<file path="src/rtl/pq_pkg.sv">
// rtl/pq_pkg.sv - shared command/state types and default sizes for the priority-queue command arbiter
package pq_pkg;

    localparam int QUEUE_DEPTH = 8;
    localparam int DATA_WIDTH  = 32;

    typedef enum logic [1:0] {
        CMD_RSVD = 2'b00,
        CMD_PUSH = 2'b01,
        CMD_POP  = 2'b10,
        CMD_DROP = 2'b11
    } pq_cmd_e;

    typedef enum logic [1:0] {
        ST_INIT  = 2'd0,
        ST_RUN   = 2'd1,
        ST_FLUSH = 2'd2
    } arb_state_e;

endpackage

</file>
<file path="src/rtl/pq_rr_arb.sv">
// rtl/pq_rr_arb.sv - round-robin one-hot grant, search starts after the last granted requester
module pq_rr_arb #(
    parameter int N = 4
) (
    input  logic         clk,
    input  logic         rst,
    input  logic [N-1:0] req,
    output logic [N-1:0] grant
);

    localparam int PW = (N > 1) ? $clog2(N) : 1;

    logic [PW-1:0] ptr;
    logic [PW-1:0] gidx;
    logic          found;
    logic [PW:0]   sum;
    logic [PW-1:0] idx;

    // Scan requesters starting at ptr with wrap; first hit wins.
    always_comb begin
        grant = '0;
        gidx  = '0;
        found = 1'b0;
        sum   = '0;
        idx   = '0;
        for (int i = 0; i < N; i++) begin
            sum = {1'b0, ptr} + (PW+1)'(i);
            if (sum >= (PW+1)'(N)) begin
                sum = sum - (PW+1)'(N);
            end
            idx = sum[PW-1:0];
            if (!found && req[idx]) begin
                grant[idx] = 1'b1;
                gidx       = idx;
                found      = 1'b1;
            end
        end
    end

    // Move the start point just past whichever requester was granted.
    always_ff @(posedge clk or posedge rst) begin
        if (rst) begin
            ptr <= '0;
        end else if (found) begin
            ptr <= (gidx == PW'(N-1)) ? '0 : gidx + 1'b1;
        end
    end

endmodule

</file>
<file path="src/rtl/pq_cmd_arbiter.sv">
// rtl/pq_cmd_arbiter.sv - multi-channel command arbiter in front of a priority queue; optional PQ_ARB_STATS_EN grant counters
module pq_cmd_arbiter
    import pq_pkg::*;
#(
    parameter  int NUM_CH      = 4,
    parameter  int DEPTH       = QUEUE_DEPTH,
    parameter  int DW          = DATA_WIDTH,
    parameter  int INIT_CYCLES = 16,
    localparam int ID_WIDTH    = $clog2(DEPTH) + 1,
    localparam int CH_W        = (NUM_CH > 1) ? $clog2(NUM_CH) : 1
) (
    input  logic                   clk_i,
    input  logic                   rst_i,
    input  logic [NUM_CH-1:0]      ch_valid_i,
    output logic [NUM_CH-1:0]      ch_ready_o,
    input  logic [2*NUM_CH-1:0]    ch_cmd_i,
    input  logic [DW*NUM_CH-1:0]   ch_data_i,
    input  logic [ID_WIDTH*NUM_CH-1:0] ch_id_i,
    output logic                   rsp_valid_o,
    output logic [CH_W-1:0]        rsp_ch_o,
    output logic [1:0]             rsp_cmd_o,
    output logic [DW-1:0]          rsp_data_o,
    output logic [ID_WIDTH-1:0]    rsp_id_o,
    output logic                   rsp_err_o,
    input  logic                   flush_i,
    output logic                   busy_o,
    output logic                   pq_push_o,
    output logic                   pq_pop_o,
    output logic                   pq_drop_o,
    output logic [DW-1:0]          pq_data_o,
    output logic [ID_WIDTH-1:0]    pq_drop_id_o,
    input  logic                   pq_push_rdy_i,
    input  logic                   pq_pop_rdy_i,
    input  logic                   pq_drop_rdy_i,
    input  logic                   pq_full_i,
    input  logic                   pq_empty_i,
    input  logic [DW-1:0]          pq_data_i,
    input  logic [ID_WIDTH-1:0]    pq_push_id_i
`ifdef PQ_ARB_STATS_EN
    ,
    output logic [32*NUM_CH-1:0]   grant_cnt_o
`endif
);

    localparam int CW = $clog2(INIT_CYCLES + 1) + 1;

    arb_state_e          state, state_nxt;
    logic [CW-1:0]       init_cnt;
    logic [NUM_CH-1:0]   elig;
    logic [NUM_CH-1:0]   req;
    logic [NUM_CH-1:0]   grant;
    logic                granted;
    logic [CH_W-1:0]     g_idx;
    pq_cmd_e             g_cmd;
    logic [DW-1:0]       g_data;
    logic [ID_WIDTH-1:0] g_id;
    pq_cmd_e             c_cmd;

    // Per-channel eligibility from the command and the queue status it depends on.
    always_comb begin
        elig  = '0;
        c_cmd = CMD_RSVD;
        for (int c = 0; c < NUM_CH; c++) begin
            c_cmd = pq_cmd_e'(ch_cmd_i[2*c +: 2]);
            case (c_cmd)
                CMD_PUSH: elig[c] = ch_valid_i[c] & pq_push_rdy_i & ~pq_full_i;
                CMD_POP:  elig[c] = ch_valid_i[c] & pq_pop_rdy_i & ~pq_empty_i;
                CMD_DROP: elig[c] = ch_valid_i[c] & pq_drop_rdy_i;
                default:  elig[c] = ch_valid_i[c];
            endcase
        end
    end

    // A flush request takes the cycle, so nothing is offered to the arbiter then.
    assign req = (state == ST_RUN && !flush_i) ? elig : '0;

    pq_rr_arb #(.N(NUM_CH)) u_rr_arb (
        .clk   (clk_i),
        .rst   (rst_i),
        .req   (req),
        .grant (grant)
    );

    assign granted = |grant;

    // Pull the winning channel's fields out of the packed request buses.
    always_comb begin
        g_idx  = '0;
        g_cmd  = CMD_RSVD;
        g_data = '0;
        g_id   = '0;
        for (int c = 0; c < NUM_CH; c++) begin
            if (grant[c]) begin
                g_idx  = CH_W'(c);
                g_cmd  = pq_cmd_e'(ch_cmd_i[2*c +: 2]);
                g_data = ch_data_i[DW*c +: DW];
                g_id   = ch_id_i[ID_WIDTH*c +: ID_WIDTH];
            end
        end
    end

    // State register and the INIT quiet-period counter.
    always_ff @(posedge clk_i or posedge rst_i) begin
        if (rst_i) begin
            state    <= ST_INIT;
            init_cnt <= '0;
        end else begin
            state <= state_nxt;
            if (state == ST_INIT) begin
                init_cnt <= init_cnt + 1'b1;
            end else begin
                init_cnt <= '0;
            end
        end
    end

    // Next state plus the queue-side strobes and channel handshakes.
    always_comb begin
        state_nxt    = state;
        ch_ready_o   = '0;
        pq_push_o    = 1'b0;
        pq_pop_o     = 1'b0;
        pq_drop_o    = 1'b0;
        pq_data_o    = '0;
        pq_drop_id_o = '0;
        busy_o       = 1'b1;
        case (state)
            ST_INIT: begin
                if (init_cnt >= CW'(INIT_CYCLES - 1)) begin
                    state_nxt = ST_RUN;
                end
            end
            ST_RUN: begin
                busy_o = 1'b0;
                if (flush_i) begin
                    state_nxt = ST_FLUSH;
                end else if (granted) begin
                    ch_ready_o   = grant;
                    pq_push_o    = (g_cmd == CMD_PUSH);
                    pq_pop_o     = (g_cmd == CMD_POP);
                    pq_drop_o    = (g_cmd == CMD_DROP);
                    pq_data_o    = g_data;
                    pq_drop_id_o = g_id;
                end
            end
            ST_FLUSH: begin
                pq_pop_o = pq_pop_rdy_i & ~pq_empty_i;
                if (pq_empty_i) begin
                    state_nxt = ST_RUN;
                end
            end
            default: begin
                state_nxt = ST_INIT;
            end
        endcase
    end

    // One-cycle response registered from the grant cycle.
    always_ff @(posedge clk_i or posedge rst_i) begin
        if (rst_i) begin
            rsp_valid_o <= 1'b0;
            rsp_ch_o    <= '0;
            rsp_cmd_o   <= '0;
            rsp_data_o  <= '0;
            rsp_id_o    <= '0;
            rsp_err_o   <= 1'b0;
        end else begin
            rsp_valid_o <= |ch_ready_o;
            rsp_ch_o    <= '0;
            rsp_cmd_o   <= '0;
            rsp_data_o  <= '0;
            rsp_id_o    <= '0;
            rsp_err_o   <= 1'b0;
            if (|ch_ready_o) begin
                rsp_ch_o  <= g_idx;
                rsp_cmd_o <= g_cmd;
                rsp_err_o <= (g_cmd == CMD_RSVD);
                if (g_cmd == CMD_POP) begin
                    rsp_data_o <= pq_data_i;
                end
                if (g_cmd == CMD_PUSH) begin
                    rsp_id_o <= pq_push_id_i;
                end
            end
        end
    end

`ifdef PQ_ARB_STATS_EN
    // Saturating per-channel grant counters.
    always_ff @(posedge clk_i or posedge rst_i) begin
        if (rst_i) begin
            grant_cnt_o <= '0;
        end else begin
            for (int c = 0; c < NUM_CH; c++) begin
                if (ch_ready_o[c] && grant_cnt_o[32*c +: 32] != 32'hFFFF_FFFF) begin
                    grant_cnt_o[32*c +: 32] <= grant_cnt_o[32*c +: 32] + 32'd1;
                end
            end
        end
    end
`endif

endmodule

</file>
<file path="config.mk">
export PLATFORM = sky130hd
export DESIGN_NAME = pq_cmd_arbiter
export DESIGN_NICKNAME = d
export VERILOG_FILES = /design/src/rtl/pq_pkg.sv /design/src/rtl/pq_rr_arb.sv /design/src/rtl/pq_cmd_arbiter.sv
export SDC_FILE = /design/constraint.sdc
export NUM_CORES = 1
export LEC_CHECK = 0
export BUFFER_PORTS_ARGS = -buffer_cell sky130_fd_sc_hd__buf_4
export CAP_MARGIN = 20
export CELL_PAD_IN_SITES_DETAIL_PLACEMENT = 1
export CELL_PAD_IN_SITES_GLOBAL_PLACEMENT = 2
export CORE_ASPECT_RATIO = 1.2
export CORE_MARGIN = 1.5
export CORE_UTILIZATION = 23
export DETAILED_ROUTE_END_ITERATION = 16
export PLACE_DENSITY_LB_ADDON = 0.1
export SYNTH_ARGS = -nofsm -noshare
export SYNTH_HDL_FRONTEND = slang
export SYNTH_SLANG_ARGS = --single-unit
</file>
<file path="constraint.sdc">
create_clock -name clk_i -period 12.1 [get_ports clk_i]
set_clock_uncertainty 0.2 [all_clocks]
set_input_delay 2.42 -clock clk_i [delete_from_list [all_inputs] [get_ports clk_i]]
set_output_delay 2.42 -clock clk_i [all_outputs]
set_load 0.01 [all_outputs]
</file>
==> impl_results.md, run 1 <==
- Outcome: finished, final reports clean
- Routability cong.: between 0.8 and 0.9
- Largest net degree at the start of global routing: 75
- Sink Count: 52
- Pins over their slew limit: 0
- Die height: 149 µm
- Final Instance Area: around 6600 µm²
- Post-Syn Instances: roughly 500
- Root buffer cell: clkbuf_16
- Hold endpoint: init_cnt[0]
- Die area: between 15000 and 20000 µm²
- Seq. cell area: approximately 1300 µm²
- Critical Path AT: 6.70 ns
- Layout overhead on the synthesized area: 61.7%
- Synth Area in XOR/XNOR: 0.00854
- Post-DP HPWL: 15300 µm
- Mapped Nets: roughly 730
- Hold Path Depth: 1
- Die X: 125 µm
- Leakage: roughly 3.4 nW
- Final net count: 996
- R2R Setup Slk: 6.71 ns
- Startpoint types: primary input
- Wire length per cell: approximately 19 µm
- Ratio of final minimum period to clock period: 0.770
- DRC errors left: 0
- Post-synth top area share: 0.317
- RR Startpoint: u_rr_arb.ptr[0]
- Gr ovfl total: 0
- Vias in the first global route: between 5000 and 6000
- Synthesized area: a little over 4000 µm²
- Detailed router's first-iteration violation count: around 140
- Post-Synth Simple-Gate Area: 0.260
- Cell Rows: 53
- Ranking of synthesized cells by area: dfrtp_1 (32%), nand2_1 (11%), mux2i_1 (9.5%)
- Clock Latency Late Sink: about 0.29 ns
- Post-CTS Setup Inserts: 0
- GRT Total Usage: 0.195
- Fin Setup TNS: 0 ns
- Std-Cell Core Area: ~18000 µm²
- Initial antenna violation count: 0
- Setup violations, final: 0
- Compound-Gate Fraction of Synth Area: 0.233
- Leading area contributor after synthesis: dfrtp_1
- Drt pass-1 iters: 4
- Post-synth EDFFs: 0
- Post-Route WL: approximately 19000 µm
- RSZ-0062 raised after global routing: false
- Initial core utilization: 0.234
- Max-Cap Viols: 0
- H-tree levels: 2
- Multi-input logic area: 2660 µm²
- DR vias: between 4000 and 5000
- Worst-path maximum fanout: 60
- Count leader, synth: nand2_1
- Syn Area/Cell: ~8.0 µm²
- Clk pin slew, worst setup/hold paths: roughly 0.07 ns
- R2r endpoint: rsp_data_o[10]
- Type of the worst min-delay path: reg2reg
- Synth unique cells: between 60 and 70
- Longest Clk Path Bufs: 2
- Cts bufs inserted: 5
- # resized after CTS: 0
- First-pass GRT wire length: approximately 29000 µm
- Final Critical Period: a little over 9 ns
- Share of layout cells above drive strength 1: 0.409
- Slew margin rel.: 0.415
- Share of synthesized area spent on multiplexers: 0.0980
- Io pins: 286
- CTS tree: built
- Number of fill cells in the layout: roughly 2100
- Synth Area in Adders: 0.0397
- Max Clock Freq: approximately 110 MHz
- Routed vias/inst: between 4 and 5
- Number of antenna diodes: 0
- Main combinational cell family by area after synthesis: simple AND/OR/NAND/NOR gates
- Post-synth ARST share: 1.00
- Dpl cell area: approximately 6500 µm²
- CP endpoint kind: primary output
- Cell depth of the worst flop-to-flop path: 11
- Synth Register Bits: between 50 and 60
- # hold bufs at CTS: 0
- Top_reg_cell synth: dfrtp_1
- Peak VDD IR: about 76 µV
- Hold_sp: init_cnt[0]
- P per Cell Area: between 200 and 250 nW/µm²
- IO buf count: approximately 290
- Yosys warning total: 0
- Register area share after synthesis: 0.317
- Critical path type: in2out
- CP required: 9.48 ns
- Endpoints failing hold: 0
- Routed Antenna Nets: 0
- Slew at the pin closest to its max-slew limit: 0.874 ns
- Commonest cells in the netlist: nand2_1 (115), o21ai_0 (75), dfrtp_1 (52), and2_1 (43), mux2i_1 (39)
[metal layers]
layer / track usage / wire length (µm)
met5: 0 / 0
met4: 0.0443 / 297
met3: 0.0477 / 1430
met2: 0.364 / 9950
met1: 0.225 / 7380
[worst max path at each step]
stage	from	endpoint	slack, ns	cells past startpoint
after global placement	flush_i	pq_pop_o	2.89	12
after global routing	ch_cmd_i[0]	pq_pop_o	2.40	13
after detailed placement	flush_i	pq_pop_o	2.70	12
after floorplan	ch_cmd_i[0]	pq_data_o[10]	4.31	10
after CTS	flush_i	pq_pop_o	2.67	12
final	ch_cmd_i[0]	pq_pop_o	2.78	13
[critical path, cell delays in order]
cell and delay [ns]:
buf_4 0.12, or3b_1 0.42, a221oi_4 0.50, nand4_1 0.19
a211oi_1 0.50, o21a_1 0.41, o2bb2ai_4 0.30, buf_4 0.55
a21oi_1 0.12, a21oi_2 0.25, nor2b_4 0.56, o21a_1 0.21
buf_4 0.12
[sequential cells by signal, summed over array words and instances, names as in the netlist]
signal and cells:
rsp_id_o 4, rsp_data_o 32, rsp_valid_o 1, rsp_err_o 1
state 2, rsp_ch_o 2, init_cnt 6, u_rr_arb.ptr 2
rsp_cmd_o 2
[cell type report]
class / instances / share of cell area
inverters: 13 / 0.00736
clock inverters: 3 / 0.00378
clock buffers: 5 / 0.0189
multi-input cells: 420 / 0.401
repair buffers: 291 / 0.331
well taps: 220 / 0.0415
flip-flops and latches: 52 / 0.196
[kinds of logic (layout without fill, tap and decap cells)]
| family | after synthesis | count (layout) |
|---|---|---|
| simple gates | 220 | 220 |
| compound gates | 143 | 143 |
| flops | 52 | 52 |
| buf+inv | 43 | 312 |
| mux | 40 | 40 |
| fa+ha+maj | 13 | 13 |
| xor+xnor | 4 | 4 |
[placed cells by master, fill, tap and decap left out, types with 8 or more instances in the layout]
cell     count
and2_1      43
inv_1       10
mux2i_1     39
dfrtp_1     52
buf_4      290
a21oi_1      8
nor2_1      15
nand2_1    115
nor2b_1     11
ha_1        13
o21ai_0     75
[per-stage QoR]
step	util	total power, mW	worst slack (ns)	cells	hold WS [ns]
final	0.379	1.54	2.78	1004	0.266
after detailed placement	0.368	1.41	2.70	994	0.259
after floorplan	-	0.902	4.31	515	0.232
after CTS	0.377	1.56	2.67	1002	0.270
after global routing	0.379	1.67	2.40	1004	0.292
after global placement	0.368	1.38	2.89	994	0.248
[power breakdown]
group          internal [mW]  total [mW]  switching [mW]
logic                  0.496        1.14           0.644
clock network         0.0784       0.148          0.0699
registers              0.222       0.248          0.0256
Note: power is estimated with default switching activity, not from simulation.
==> run 2, diff against run 1 <==
--- a/config.mk
+++ b/config.mk
@@ -5,13 +5,14 @@
 export SDC_FILE = /design/constraint.sdc
 export NUM_CORES = 1
 export LEC_CHECK = 0
+export ABC_AREA = 1
 export BUFFER_PORTS_ARGS = -buffer_cell sky130_fd_sc_hd__buf_4
 export CAP_MARGIN = 20
 export CELL_PAD_IN_SITES_DETAIL_PLACEMENT = 1
 export CELL_PAD_IN_SITES_GLOBAL_PLACEMENT = 2
 export CORE_ASPECT_RATIO = 1.2
 export CORE_MARGIN = 1.5
-export CORE_UTILIZATION = 23
+export CORE_UTILIZATION = 20
 export DETAILED_ROUTE_END_ITERATION = 16
 export PLACE_DENSITY_LB_ADDON = 0.1
 export SYNTH_ARGS = -nofsm -noshare
==> constraint.sdc (replaced) <==
create_clock -name clk_i -period 8.6 [get_ports clk_i]
set_clock_uncertainty 0.2 [all_clocks]
set_input_delay 1.72 -clock clk_i [delete_from_list [all_inputs] [get_ports clk_i]]
set_output_delay 1.72 -clock clk_i [all_outputs]
set_load 0.01 [all_outputs]
==> impl_results.md, run 2 <==
- Post-synth EDFFs: 0 (unchanged)
- Detailed router's first-iteration violation count: 101 (-27%)
- Setup violations, final: 0 (unchanged)
- Ratio of final minimum period to clock period: 0.819
- Post-Route WL: 18600 µm (-2.6%)
- Post-synth top area share: 0.316 (-0.00183)
- Slew margin rel.: 0.399 (-0.0170)
- Longest Clk Path Bufs: 2 (unchanged)
- Cell Rows: 57 (+7.5%)
- Register area share after synthesis: 0.316 (-0.00183)
- Mapped Nets: 793 (+8.9%)
- Share of layout cells above drive strength 1: 0.433 (+0.0237)
- Die height: 160 µm (+7.4%)
- Leading area contributor after synthesis: dfrtp_1
- Post-Syn Instances: 580 (+13%)
- # resized after CTS: 0 (unchanged)
- Wire length per cell: 16.7 µm (-12%)
- Worst-path maximum fanout: 42 (-30%)
- Worst setup margin: 1.55 ns (-1.23 ns)
- RSZ-0062 raised after global routing: false
- M1 wire length: 7270 µm (-1.5%)
- Io pins: 286 (unchanged)
- Leakage: 3.51 nW (+4.7%)
- Hold_ws: 0.286 ns (+0.0200 ns)
- Cell Count, Final, Fillers Out: 1110 (+11%)
- Commonest cells in the netlist: nand2_1 (120), a21oi_1 (79), nand3_1 (65), nor2_1 (63), dfrtp_1 (52)
- Placed Instances: 1102 (+11%)
- Final Critical Period: 7.05 ns
- GRT Total Usage: 0.167 (-0.0278)
- Layout overhead on the synthesized area: 60.0%
- Slew at the pin closest to its max-slew limit: 0.902 ns (+0.0285 ns)
- Synthesized area: 4120 µm² (+0.58%)
- Critical path type: in2out
- Clk pin slew, worst setup/hold paths: 0.07 ns (about the same)
- H-tree levels: 2 (unchanged)
- Synth Register Bits: 52 (unchanged)
- Layout Utilization: 0.326 (-0.0528)
- Final Instance Area: 6600 µm² (-0.43%)
- Ranking of synthesized cells by area: dfrtp_1 (32%), nand2_1 (11%), a21oi_1 (9.6%)
- P per Cell Area: 349 nW/µm² (+51%)
- Regs by FF count: rsp_data_o x32, init_cnt x6, rsp_id_o x4
- Cts bufs inserted: 5 (unchanged)
- CP endpoint kind: primary output
- Die X: 134 µm (+7.4%)
- Pwr Total: 2.30 mW (+50%)
- Pins over their slew limit: 0 (unchanged)
- Outcome: finished, final reports clean
- Final net count: 1057 (+6.1%)
- Largest Register: rsp_data_o
- Initial antenna violation count: 0 (unchanged)
- Syn Area/Cell: 7.11 µm² (-11%)
- Startpoint types: primary input
- Commonest non-fill, non-tap cell in the layout: buf_4
- IO buf count: 285 (unchanged)
- Synth unique cells: 35 (-45%)
- CP required: 6.68 ns (-2.80 ns)
- Number of antenna diodes: 0 (unchanged)
- Count leader, synth: nand2_1
- Root buffer cell: clkbuf_16
- Top routing layer used: met4
- Gr ovfl total: 0 (unchanged)
- Sink Count: 52 (unchanged)
- CTS tree: built
- Number of flip-flops in the largest register: 32 (unchanged)
- Top_reg_cell synth: dfrtp_1
- Fin Setup TNS: 0 ns (unchanged)
- Drt pass-1 iters: 4 (unchanged)
- Max-Cap Viols: 0 (unchanged)
- DRC errors left: 0 (unchanged)
- Initial core utilization: 0.204 (-0.0306)
- Pre-CTS WS: 1.45 ns (-1.25 ns)
- Std-Cell Core Area: 20300 µm² (+16%)
- Endpoints failing hold: 0 (unchanged)
- Type of the worst min-delay path: reg2reg
- Critical Path AT: 5.13 ns (-1.57 ns)
- Die area: 21500 µm² (+15%)
- Routed vias/inst: 4.43 (-8.8%)
- Post-CTS Setup Inserts: 0 (unchanged)
- Yosys warning total: 0 (unchanged)
- DR vias: 4914 (+0.80%)
- Dpl cell area: 6430 µm² (-0.29%)
- Peak VDD IR: 177 µV (+130%)
- Clock Latency Late Sink: 0.29 ns (about the same)
- First-pass GRT wire length: 28300 µm (-1.4%)
- Largest net degree at the start of global routing: 53 (-29%)
- Routability cong.: 0.828 (-5.6%)
- Routed Antenna Nets: 0 (unchanged)
- Most frequent cells in the layout: buf_4 (291), nand2_1 (120), a21oi_1 (79)
- R2R Setup Slk: 3.38 ns (-3.33 ns)
- # hold bufs at CTS: 0 (unchanged)
- Met3 routed WL: 1460 µm (+2.2%)
- Met2 wire length: 9600 µm (-3.5%)
- Max Clock Freq: 142 MHz
- Post-DP HPWL: 14900 µm (-2.5%)
- Post-synth ARST share: 1.00 (unchanged)
- Vias in the first global route: 5292 (+3.3%)
==> run 2: worst paths after layout <==
kind | start | to | cells after the start
min in group asynchronous | rst_i | rsp_data_o[28] | 3
setup reg to reg | u_rr_arb.ptr[0] | rsp_id_o[3] | 16
hold / removal | init_cnt[0] | init_cnt[0] | 1
hold reg to reg | init_cnt[0] | init_cnt[0] | 1
max in group asynchronous | rst_i | rsp_data_o[8] | 3
setup / recovery | pq_empty_i | pq_data_o[28] | 17
==> run 2: area by class of cell <==
type | count | area, µm²
Clock buffer | 6 | 129
Clock inverter | 2 | 38.8
Fill cell | 2552 | 13700
Inverter | 43 | 164
Multi-Input combinational cell | 451 | 2450
Sequential cell | 52 | 1300
Tap cell | 265 | 332
Timing Repair Buffer | 291 | 2180
==> run 2: logic make-up after synthesis <==
group,count (synthesis),synth area share
XOR/XNOR,1,0.00212
buffers and inverters,77,0.0901
flip-flops,52,0.316
AO/OA/AOI/OAI,130,0.166
adder cells (fa/ha/maj),13,0.0394
AND/OR/NAND/NOR,307,0.387
==> run 2: where the power goes <==
part	switching, mW	internal [mW]
combinational	1.02	0.673
clock	0.0866	0.139
sequential	0.0499	0.336
total	1.15	1.15
==> run 2: per-layer routing <==
layer / up-vias / global-route usage
met5: - / 0
met3: 11 / 0.0436
met4: 0 / 0.0381
met1: 2281 / 0.185
met2: 206 / 0.317
li1: 2416 / -
==> run 2: critical path, stage by stage <==
cell and delay, ns:
buf_4 0.11, inv_2 0.06, nand2_2 0.08, o21ai_1 0.18, nand3_1 0.12, nand2_1 0.13
nand2_1 0.06, nand2_1 0.12, nand2_1 0.11, o21ai_1 0.13, nor2_1 0.06, nand2_2 0.60
clkinv_1 0.71, buf_4 0.43, o21ai_0 0.19, a21oi_1 0.10, buf_4 0.18
==> run 3, diff against run 2 <==
--- a/config.mk
+++ b/config.mk
@@ -12,7 +12,7 @@
 export CELL_PAD_IN_SITES_GLOBAL_PLACEMENT = 2
 export CORE_ASPECT_RATIO = 1.2
 export CORE_MARGIN = 1.5
-export CORE_UTILIZATION = 20
+export CORE_UTILIZATION = 18
 export DETAILED_ROUTE_END_ITERATION = 16
 export PLACE_DENSITY_LB_ADDON = 0.1
 export SYNTH_ARGS = -nofsm -noshare
==> constraint.sdc (replaced) <==
create_clock -name clk_i -period 6.2 [get_ports clk_i]
set_clock_uncertainty 0.2 [all_clocks]
set_input_delay 1.24 -clock clk_i [delete_from_list [all_inputs] [get_ports clk_i]]
set_output_delay 1.24 -clock clk_i [all_outputs]
set_load 0.01 [all_outputs]
==> impl_results.md, run 3 (synthesis gave the netlist of run 2 again) <==
- Initial core utilization: 0.184 (-0.0199)
- Root buffer cell: clkbuf_16
- Max-Cap Viols: 0 (unchanged)
- Critical Path AT: 3.90 ns (-1.23 ns)
- Regs by FF count: rsp_data_o x32, init_cnt x6, rsp_id_o x4
- P per Cell Area: 485 nW/µm² (+39%)
- P_sw: 1.62 mW (+40%)
- Detailed router's first-iteration violation count: 104 (+3.0%)
- Cts bufs inserted: 5 (unchanged)
- Number of flip-flops in the largest register: 32 (unchanged)
- Setup violations, final: 0 (unchanged)
- Sw frac: 0.500 (-0.00112)
- Die X: 141 µm (+5.3%)
- Layout overhead on the synthesized area: 61.7%
- Longest Clk Path Bufs: 2 (unchanged)
- Io pins: 286 (unchanged)
- Hold_ws: 0.264 ns (-0.0218 ns)
- Leakage: 3.54 nW (+0.82%)
- Dpl cell area: 6500 µm² (+1.1%)
- GRT Total Usage: 0.161 (-0.00689)
- Largest Register: rsp_data_o
- Hold_sp: init_cnt[0]
- RSZ-0062 raised after global routing: false
- Drt pass-1 iters: 4 (unchanged)
- Final Critical Period: about 5.3 ns
- IO buf count: 285 (unchanged)
- Pins over their slew limit: 0 (unchanged)
- Critical path type: in2out
- Clock power frac: 0.098 (about the same)
- Critical Path Start: pq_empty_i
- Startpoint types: primary input
- Sequential share of power: 0.165 (-0.003)
- Std-Cell Core Area: 22400 µm² (+11%)
- Clk pin slew, worst setup/hold paths: 0.07 ns (about the same)
- Post-CTS Setup Inserts: 0 (unchanged)
- H-tree levels: 2 (unchanged)
- Number of antenna diodes: 0 (unchanged)
- Peak VDD IR: 161 µV (-8.7%)
- Initial antenna violation count: 0 (unchanged)
- CP required: 4.76 ns (-1.92 ns)
- Die area: 23800 µm² (+11%)
- CP endpoint kind: primary output
- Largest net degree at the start of global routing: 53 (unchanged)
- Commonest non-fill, non-tap cell in the layout: buf_4
- Wire length per cell: 16.9 µm (+1.2%)
- Cell Rows: 60 (+5.3%)
- Post-DP HPWL: 15800 µm (+5.5%)
- Routed Antenna Nets: 0 (unchanged)
- Outcome: finished, final reports clean
- Sink Count: 52 (unchanged)
- Internal power: 1.61 mW (+41%)
- CTS tree: built
- Combinational share of power: 0.737 (+0.002)
- DRC errors left: 0 (unchanged)
- Ratio of final minimum period to clock period: 0.861
- Die height: 169 µm (+5.3%)
- Post-Route WL: 19100 µm (+3.0%)
- DR vias: 4971 (+1.2%)
- Slew margin rel.: 0.398 (-0.000793)
- Number of fill cells in the layout: 2777 (+8.8%)
- Gr ovfl total: 0 (unchanged)
- Worst-path maximum fanout: 41 (-2.4%)
- Routed vias/inst: 4.40 (-0.54%)
- # hold bufs at CTS: 0 (unchanged)
- Slew at the pin closest to its max-slew limit: 0.903 ns (+0.00119 ns)
- Clock Latency Late Sink: 0.29 ns (about the same)
- RR Startpoint: u_rr_arb.ptr[0]
- Vias in the first global route: 5593 (+5.7%)
- Max Clock Freq: 187 MHz
- # resized after CTS: 0 (unchanged)
- Routability cong.: 0.842 (+1.6%)
- Endpoints failing hold: 0 (unchanged)
- Final Instance Area: 6670 µm² (+1.0%)
- First-pass GRT wire length: 30100 µm (+6.2%)
- Type of the worst min-delay path: reg2reg
- Final net count: 1062 (+0.47%)
- Most frequent cells in the layout: buf_4 (295), nand2_1 (120), a21oi_1 (79)
- Fin Setup TNS: 0 ns (unchanged)
- Share of layout cells above drive strength 1: 0.436 (+0.00333)
run 3: cell types whose count changed in the layout (fill, tap and decap cells not counted):
| cell | change |
|---|---|
| buf_12 | +1 |
| buf_4 | +4 |
run 3: routing by layer:
layer | wire (µm) | global-route usage | up-vias
met5 | 0 | 0 | -
met3 | 1560 | 0.0413 | 20
li1 | - | - | 2426
met1 | 7050 | 0.170 | 2309
met2 | 10100 | 0.309 | 216
met4 | 448 | 0.0457 | 0
run 3: through the flow:
step           setup slack, ns  total power, mW  utilization  cells
2_1_floorplan             1.80             1.99            -    580
3_3_place_gp             0.827             2.96        0.290   1121
3_5_place_dp             0.795             2.98        0.290   1121
4_1_cts                  0.788             3.31        0.297   1129
5_1_grt                  0.458             3.53        0.297   1129
6_report                 0.860             3.23        0.297   1129
run 3: final cells by class:
class | count | area [µm²] | share of cell area
clock inverters | 2 | 38.8 | 0.00582
flip-flops and latches | 52 | 1300 | 0.195
repair buffers | 296 | 2230 | 0.335
inverters | 43 | 164 | 0.0246
well taps | 279 | 349 | 0.0524
clock buffers | 6 | 129 | 0.0193
multi-input cells | 451 | 2450 | 0.368
run 3: final timing paths:
kind / end / slack, ns / cells past startpoint
hold reg to reg: init_cnt[0] / 0.26 / 1
setup / recovery: pq_pop_o / 0.86 / 23
max in group asynchronous: rsp_data_o[3] / 4.41 / 3
min in group asynchronous: rsp_data_o[22] / 0.94 / 3
setup reg to reg: rsp_id_o[3] / 1.71 / 16
hold / removal: init_cnt[0] / 0.26 / 1
run 3: power by group through the flow:
| stage | registers [mW] | logic (mW) | clock network, mW |
|---|---|---|---|
| after CTS | 0.537 | 2.45 | 0.331 |
| after global placement | 0.540 | 2.42 | 0 |
| after global routing | 0.553 | 2.64 | 0.342 |
| after detailed placement | 0.544 | 2.44 | 0 |
| after floorplan | 0.581 | 1.41 | 0 |
| final | 0.533 | 2.38 | 0.316 |
run 3: worst max-delay path: stages:
cell and delay [ns]:
buf_4 0.11, inv_2 0.06, nand2_2 0.09, nand2_1 0.07, nand2_1 0.05, nand3_1 0.08
nand3_1 0.10, nand2_1 0.13, nand2_1 0.06, nand2_1 0.13, nand2_1 0.11, o21ai_1 0.13
nor2_1 0.06, nand2_2 0.06, buf_4 0.40, a21oi_1 0.09, nand2_1 0.08, nand2_1 0.06
nand2_2 0.05, buf_4 0.34, nand2_1 0.10, a21oi_1 0.15, buf_4 0.14
